--- src/rtl/cpu_pkg.sv ---
// Shared definitions for the five-stage MIPS pipeline.
package cpu_pkg;

  localparam logic [31:0] NOP_INSTR        = 32'h0000_0000;
  localparam logic [31:0] RESET_PC_DEFAULT = 32'h0000_0000;

  typedef enum logic [1:0] {
    StIdle,
    StWait,
    StHold,
    StDiscard
  } fetch_state_e;

endpackage

--- src/rtl/if_id_register.sv ---
// IF/ID pipeline register: flush beats load, load only when decode is not stalled.
module if_id_register
  import cpu_pkg::*;
(
  input  logic        clk,
  input  logic        rst,
  input  logic        load_enable,
  input  logic        flush,
  input  logic        load,
  input  logic [31:0] new_instruction,
  input  logic [31:0] new_pc_plus4,
  output logic [31:0] instruction,
  output logic [31:0] pc_plus4,
  output logic        valid
);

  always_ff @(posedge clk or posedge rst) begin
    if (rst) begin
      instruction <= NOP_INSTR;
      pc_plus4    <= 32'h0;
      valid       <= 1'b0;
    end else if (flush) begin
      instruction <= NOP_INSTR;
      pc_plus4    <= 32'h0;
      valid       <= 1'b0;
    end else if (load_enable && load) begin
      instruction <= new_instruction;
      pc_plus4    <= new_pc_plus4;
      valid       <= 1'b1;
    end
  end

endmodule

--- src/rtl/instruction_fetch_unit.sv ---
// Fetch stage: PC, single-outstanding imem handshake, hold buffer for stalled responses,
// and the IF/ID register feeding decode.
module instruction_fetch_unit
  import cpu_pkg::*;
#(
  parameter logic [31:0] RESET_PC = RESET_PC_DEFAULT
) (
  input  logic        clk,
  input  logic        rst,
  input  logic        load_enable,
  input  logic        flush,
  input  logic        jump,
  input  logic [31:0] jump_target,
  input  logic        branch_taken,
  input  logic [31:0] branch_target,
  output logic        imem_req,
  output logic [31:0] imem_addr,
  input  logic        imem_ready,
  input  logic        imem_rvalid,
  input  logic [31:0] imem_rdata,
  output logic [31:0] fd_instruction,
  output logic [31:0] fd_pc_plus4,
  output logic        fd_valid,
  output logic        fetch_busy
);

  fetch_state_e state_q, state_d;
  logic [31:0]  pc_q, pc_d;
  logic [31:0]  hold_q, hold_d;
  logic [31:0]  pc_plus4;
  logic         redirect;
  logic [31:0]  redirect_target;
  logic         deliver;
  logic [31:0]  deliver_data;

  assign pc_plus4        = pc_q + 32'd4;
  assign redirect        = jump | branch_taken;
  assign redirect_target = jump ? jump_target : branch_target;

  always_ff @(posedge clk or posedge rst) begin
    if (rst) begin
      state_q <= StIdle;
      pc_q    <= RESET_PC;
      hold_q  <= 32'h0;
    end else begin
      state_q <= state_d;
      pc_q    <= pc_d;
      hold_q  <= hold_d;
    end
  end

  always_comb begin
    state_d      = state_q;
    pc_d         = pc_q;
    hold_d       = hold_q;
    deliver      = 1'b0;
    deliver_data = 32'h0;
    if (redirect) begin
      // Any response belonging to the old PC is stale from here on.
      pc_d   = redirect_target;
      hold_d = 32'h0;
      unique case (state_q)
        StIdle:    state_d = imem_ready  ? StDiscard : StIdle;
        StWait:    state_d = imem_rvalid ? StIdle    : StDiscard;
        StHold:    state_d = StIdle;
        StDiscard: state_d = imem_rvalid ? StIdle    : StDiscard;
        default:   state_d = StIdle;
      endcase
    end else begin
      unique case (state_q)
        StIdle: begin
          if (imem_ready) state_d = StWait;
        end
        StWait: begin
          if (imem_rvalid) begin
            if (load_enable) begin
              deliver      = 1'b1;
              deliver_data = imem_rdata;
              pc_d         = pc_plus4;
              state_d      = StIdle;
            end else begin
              hold_d  = imem_rdata;
              state_d = StHold;
            end
          end
        end
        StHold: begin
          if (load_enable) begin
            deliver      = 1'b1;
            deliver_data = hold_q;
            pc_d         = pc_plus4;
            state_d      = StIdle;
          end
        end
        StDiscard: begin
          if (imem_rvalid) state_d = StIdle;
        end
        default: state_d = StIdle;
      endcase
    end
  end

  assign imem_req   = (state_q == StIdle) && !rst;
  assign imem_addr  = pc_q;
  assign fetch_busy = (state_q == StWait) || (state_q == StDiscard);

  if_id_register u_if_id (
    .clk             (clk),
    .rst             (rst),
    .load_enable     (load_enable),
    .flush           (flush),
    .load            (deliver),
    .new_instruction (deliver_data),
    .new_pc_plus4    (pc_plus4),
    .instruction     (fd_instruction),
    .pc_plus4        (fd_pc_plus4),
    .valid           (fd_valid)
  );

endmodule

--- config.mk ---
export PLATFORM = sky130hd
export DESIGN_NAME = instruction_fetch_unit
export DESIGN_NICKNAME = d
export VERILOG_FILES = /design/src/rtl/cpu_pkg.sv /design/src/rtl/if_id_register.sv /design/src/rtl/instruction_fetch_unit.sv
export SDC_FILE = /design/constraint.sdc
export NUM_CORES = 1
export LEC_CHECK = 0
export CAP_MARGIN = 5
export CORE_MARGIN = 2
export CORE_UTILIZATION = 50
export CTS_CLUSTER_DIAMETER = 60
export CTS_CLUSTER_SIZE = 30
export DETAILED_ROUTE_END_ITERATION = 6
export DONT_BUFFER_PORTS = 1
export PLACE_DENSITY = 0.72
export SLEW_MARGIN = 5
export SYNTH_ARGS = -nofsm -noshare
export SYNTH_HDL_FRONTEND = slang
export SYNTH_HIERARCHICAL = 1
export SYNTH_SLANG_ARGS = --single-unit
--- constraint.sdc ---
create_clock -name clk -period 2.4 [get_ports clk]
set_input_delay 0.36 -clock clk [delete_from_list [all_inputs] [get_ports clk]]
set_output_delay 0.36 -clock clk [all_outputs]
set_load 0.01 [all_outputs]
# [Yosys cells after proc, flatten, opt, wreduce, memory -nomap -nowiden]
# Cells that the tools add are included.
[word_totals] reg_bits=131 output_inout_bits=99
[classes] n_addsub=1 n_eq_ne=8 n_mux=34 bitwise_logic=1 n_reduce_logical=13
[op_table] op="$mux 32" count=16
[op_table] op="$pmux 32 s2" count=2
[op_table] op="$add 32x3->32 const B" count=1
[op_table] op="$mux 2" count=8
[op_table] op="$ne 3x3->1 const B" count=4
[op_table] op="$pmux 2 s4" count=1
[op_table] op="$pmux 2 s3" count=1
[op_table] op="$reduce_bool 2->1" count=3
[op_table] op="$mux 1" count=5
[op_table] op="$eq 2x2->1 const B" count=2
[op_table] op="$reduce_and 4->1" count=1
[op_table] op="$reduce_and 3->1" count=1
[op_table] op="$reduce_bool 3->1" count=1
[op_table] op="$eq 2x1->1 const B" count=1
[op_table] op="$logic_and 1x1->1" count=2
[op_table] op="$logic_not 2->1" count=1
[op_table] op="$ne 2x1->1 const B" count=1
[op_table] op="$pmux 1 s2" count=1
[op_table] op="$reduce_and 2->1" count=1
[op_table] op="$reduce_or 2->1" count=1
[op_table] op="$logic_not 1->1" count=1
[op_table] op="$logic_or 1x1->1" count=1
[op_table] op="$or 1x1->1" count=1

# [Longest topological paths before layout]
[logic_depth] ltp_word=7 depth_mapped=11

# [Cells and area by module]
# Netlist, hierarchy kept.
[modules_own_cells] mod="instruction_fetch_unit" instances=1 cells_per_inst=563 area_each_um2=4461.8 seq_area_each_um2=1651.6
[modules_own_cells] mod="if_id_register" instances=1 cells_per_inst=295 area_each_um2=3146.8 seq_area_each_um2=1626.6

# [Least setup slack after synthesis]
# Ideal clock, no wire load.
[synth_timing] path_kind="reg-to-reg" startpoint="register pc_q[3], in the netlist imem_addr[3]" endpoint="register pc_q[20], in the netlist imem_addr[20]" setup_ps=82 t_arrival_ps=2125 t_required_ps=2318 slack_ps=193 path_stages_with_launch=7 path_cell_list="dfrtp_1 -> ha_1 -> nand3_4 -> nor4_4 -> nand3_4 -> or4_1 -> a31oi_1"
[synth_via] elab_chain_len=5
[synth_lines] item="start: declaration" line="instruction_fetch_unit.sv:28" source="logic [31:0] pc_q, pc_d;"
[synth_lines] item="start signal: assignment" line="instruction_fetch_unit.sv:47" source="pc_q <= pc_d;"
[synth_lines] item="$add 32x3->32 (*)" line="instruction_fetch_unit.sv:36" source="assign pc_plus4 = pc_q + 32'd4;"
[synth_lines] item="$mux 32 (*)" line="instruction_fetch_unit.sv:76, instruction_fetch_unit.sv:88"
[synth_lines] item="$mux 32" line="instruction_fetch_unit.sv:75" source="if (imem_rvalid) begin"
[synth_lines] item="$pmux 32 s2 (*)" line="instruction_fetch_unit.sv:70" source="unique case (state_q)"
[synth_lines] item="$mux 32 (*)" line="instruction_fetch_unit.sv:58" source="if (redirect) begin"
# Every way passes the cells marked *; elsewhere a longest branch is shown, timed or not. The select of a mux whose other input is x is not followed.
# A chain may end at the register's enable or synchronous reset.

# [Worst setup path after layout]
[layout_timing] startpoint="register state_q[1]" endpoint="register pc_q[18], in the netlist imem_addr[18]"
[layout_via] elab_chain_len=3 word_cells_on_any_way=7
[layout_lines] item="start: declaration" line="instruction_fetch_unit.sv:27" source="fetch_state_e state_q, state_d;"
[layout_lines] item="start signal: assignment" line="instruction_fetch_unit.sv:42" source="state_q <= StIdle;"
[layout_lines] item="start signal: assignment" line="instruction_fetch_unit.sv:46" source="state_q <= state_d;"
[layout_lines] item="$eq 2x2->1 / $eq 2x1->1 (equally long branches)" line="instruction_fetch_unit.sv:70"
[layout_lines] item="$pmux 32 s2 (tied with other cells)" line="instruction_fetch_unit.sv:70"
[layout_lines] item="$mux 32 / $reduce_and 2->1 (equally long branches)"
# Several ways; a longest one is shown, not always the timed one.

==> flow_summary.yaml <==
grt:
  grt_max_degree: 139
  grt_pass1_wl_mm: 33.1
  grt_pass1_vias: 6012
  grt_use_total_pct: 26.1
  antenna_found_initial: 0
  grt_overflow: 0
critical_path:
  crit_fanout: 9
  rr_startpoint: "state_q[1]"
  r2r_end: "imem_addr[18]"
  critPathKind: "flop to flop"
  crit_start: "state_q[1]"
  cpPeakStageDelay_ps: 410
  slowest_stage: "dfrtp_1"
  cp-start-kind: "flop"
  path_cells: "inv_1 > ha_1 > mux2_2 > and2_1 > nor2_1 > a21oi_1 > a2bb2oi_1"
  critPathCaptureType: "flop"
  worstRegToRegCells: 7
  r2r_slack_ps: 160
  cp.arrival_ps: 2530
  required_ps: 2690
sta:
  setup_viol: 0
  min_period_ps: 2240
  tightest_slew_ps: 697
  rsz0062_at_grt: "no"
  relSlewSlack_pct: 53.4
  finClkSkew_ps: 7.74
  final.period_utilization_pct: 93.4
  max_freq_mhz: 446
  slew_violations: 0
  setup_tns_ps: 0
  hold_viol_final: 0
synthesis:
  synth_area_sq_um: 7610
  ys_types: 47
  synth-edff-count: 0
  synth_area_per_cell_sq_um: 8.87
  syn_inst: 858
  ys_ff_latch: 131
  async_flop_share_pct: 100
  ys_seq_area_share_pct: 43.1
  yosys_warnings: 6
  synth_flop_cell: "dfrtp_1"
  syn_nets: 968
clocking:
  clk_latency_ps: 420
  clk_pin_slew_ps: 60
  cts_root_buf: "clkbuf_16"
  cts_buffers: 17
  clkSinkCount: 131
  post-cts-setup-buffers: 0
  ctsHtreeMaxLevel: 4
  clock_path_buffers: 2
  cts_tree: "built"
pwr:
  clkPwrFrac_pct: 41.3
  p_sw_share_pct: 29.4
  leakagePower_nw: 3.33
  seqPwrFrac_pct: 40.0
  p_switching_w: 0.00182
  power.internal_w: 0.00435
  power_density_nw_per_um2: 738
  p_comb_share_pct: 18.7
  ir_worst_vdd_uv: 466
finish:
  final_cell_mix: "dfrtp_1, a21oi_1, nand2_1"
  final_common_cell: "dfrtp_1"
  drive_gt1_share_pct: 11.2
  areaGrowthSynthToFinish_pct: 9.78
  nNetsFinal: 942
  antennaDiodeCount: 0
  fin_util_pct: 55.6
  final_area_sq_um: 8350
run_status:
  status: "completed"
placement:
  hpwl_mm: 13.4
  numPortBuffers: 0
  gp_congestion: 0.894
  place_area_sq_um: 7710
floorplanning:
  io_pins: 203
  core_sq_um: 15000
  die_w_um: 127
  fp.dieH_um: 127
  die-area_sq_um: 16200
  fp-row-count: 45
  start_util_pct: 50.6
routing:
  vias_per_cell: 6.05
  drtAntennaViolNets: 0
  drc: 0
  wl_mm: 20.6
  vias: 6232
  drt_iter0_drc: 560
  routedWlPerCell_um: 20.0
  drt_first_pass_iters: 4
hold_path:
  hp-class: "input pin to flop"
  hold_depth: 1
  hold-path-endpoint: "u_if_id/pc_plus4[5]"
  min-delay-start: "flush"
job:
  drv_cap: 0
-- kinds of logic (layout without fill, tap and decap cells) --
group | Yosys count | count (layout) | synth area share (%)
AO/OA/AOI/OAI | 289 | 289 | 26.1
AND/OR/NAND/NOR | 287 | 287 | 17.9
flip-flops | 131 | 131 | 43.1
buffers and inverters | 96 | 80 | 6.10
XOR/XNOR | 41 | 41 | 4.72
multiplexers | 8 | 8 | 1.09
adder cells (fa/ha/maj) | 6 | 6 | 0.987
-- worst max-delay path, delay by kind of cell, from the launching register on --
family                     cells  cell delay (ps)
and+or+nand+nor                2              760
DFF                            1              410
muxes                          1              400
AOI/OAI and AO/OA              2              230
adders and majority gates      1              210
buffers and inverters          1              110
-- per-layer routing --
metal  vias to the layer above  wire, um  global-route usage (%)
met5                         -         0                       0
met4                         0       406                    9.05
met3                        31      1620                    7.96
met1                      2978      8670                    34.1
li1                       2989         -                       -
met2                       234      9870                    41.3
-- power groups by stage --
| stage | Sequential, W | Combinational, W | Clock, W |
|---|---|---|---|
| CTS | 0.00246 | 0.00115 | 0.00260 |
| global placement | 0.00250 | 0.00111 | 0 |
| finish | 0.00247 | 0.00116 | 0.00254 |
| global route | 0.00248 | 0.00128 | 0.00270 |
| floorplan | 0.00249 | 0.000861 | 0 |
| detailed placement | 0.00250 | 0.00112 | 0 |
-- cell type report --
type / count / area [sq um]
Fill cell: 1371 / 6680
Tap cell: 188 / 235
Multi-Input combinational cell: 631 / 3880
Sequential cell: 131 / 3280
Inverter: 14 / 52.6
Clock inverter: 5 / 75.1
Clock buffer: 24 / 502
Timing Repair Buffer: 37 / 329
-- flip-flops by register name, indices dropped and copies added (netlist names) --
signal and cells:
imem_addr 32, u_if_id/instruction 32, u_if_id/valid 1, u_if_id/pc_plus4 32
hold_q 32, state_q 2
-- stage by stage --
step / setup slack, ps / hold slack [ps] / power, W / cells
3_3_place_gp: 254 / 329 / 0.00361 / 996
6_report: 158 / 18.2 / 0.00617 / 1030
2_1_floorplan: 193 / 481 / 0.00335 / 858
5_1_grt: 55.5 / 2.85 / 0.00646 / 1030
3_5_place_dp: 188 / 331 / 0.00362 / 996
4_1_cts: 162 / 0.0318 / 0.00622 / 1029
-- how the worst max path moves through the flow --
stage | end | slack, ps | cells after the start
3_5_place_dp | imem_addr[20] | 190 | 5
3_3_place_gp | imem_addr[18] | 250 | 7
5_1_grt | imem_addr[15] | 60 | 7
6_report | imem_addr[18] | 160 | 7
2_1_floorplan | imem_addr[20] | 190 | 6
4_1_cts | u_if_id/pc_plus4[3] | 160 | 8
-- cells in the mapped netlist (4+ instances only) --
cell type	number	share of area (%)
buf_2	17	1.1
and3_1	4	0.33
xor2_1	16	1.8
nor2b_1	12	0.99
mux2i_1	6	0.79
buf_4	6	0.59
nand3_1	72	4.7
o22ai_1	6	0.49
a21bo_2	18	2.4
a2bb2oi_1	6	0.69
nand4_1	11	0.90
buf_1	10	0.49
a21oi_1	124	8.2
a31oi_1	4	0.33
o21ai_0	19	1.2
a21bo_1	46	6.1
dfrtp_1	131	43
clkbuf_1	41	2.0
ha_1	6	0.99
nor3_1	8	0.53
nor4_1	5	0.41
a211oi_1	12	1.2
and2_1	5	0.41
inv_1	13	0.64
a22oi_1	39	3.8
nor2_1	55	2.7
buf_6	8	1.2
and4_1	5	0.58
xnor2_1	25	2.9
nand2_1	99	4.9
-- what timing repair did --
action	in CTS	in global routing
resized for setup	0	1
hold buffers	4	1
endpoints found under the hold margin	103	1
setup endpoints to repair	0	4
(Power assumes the default switching activity.)
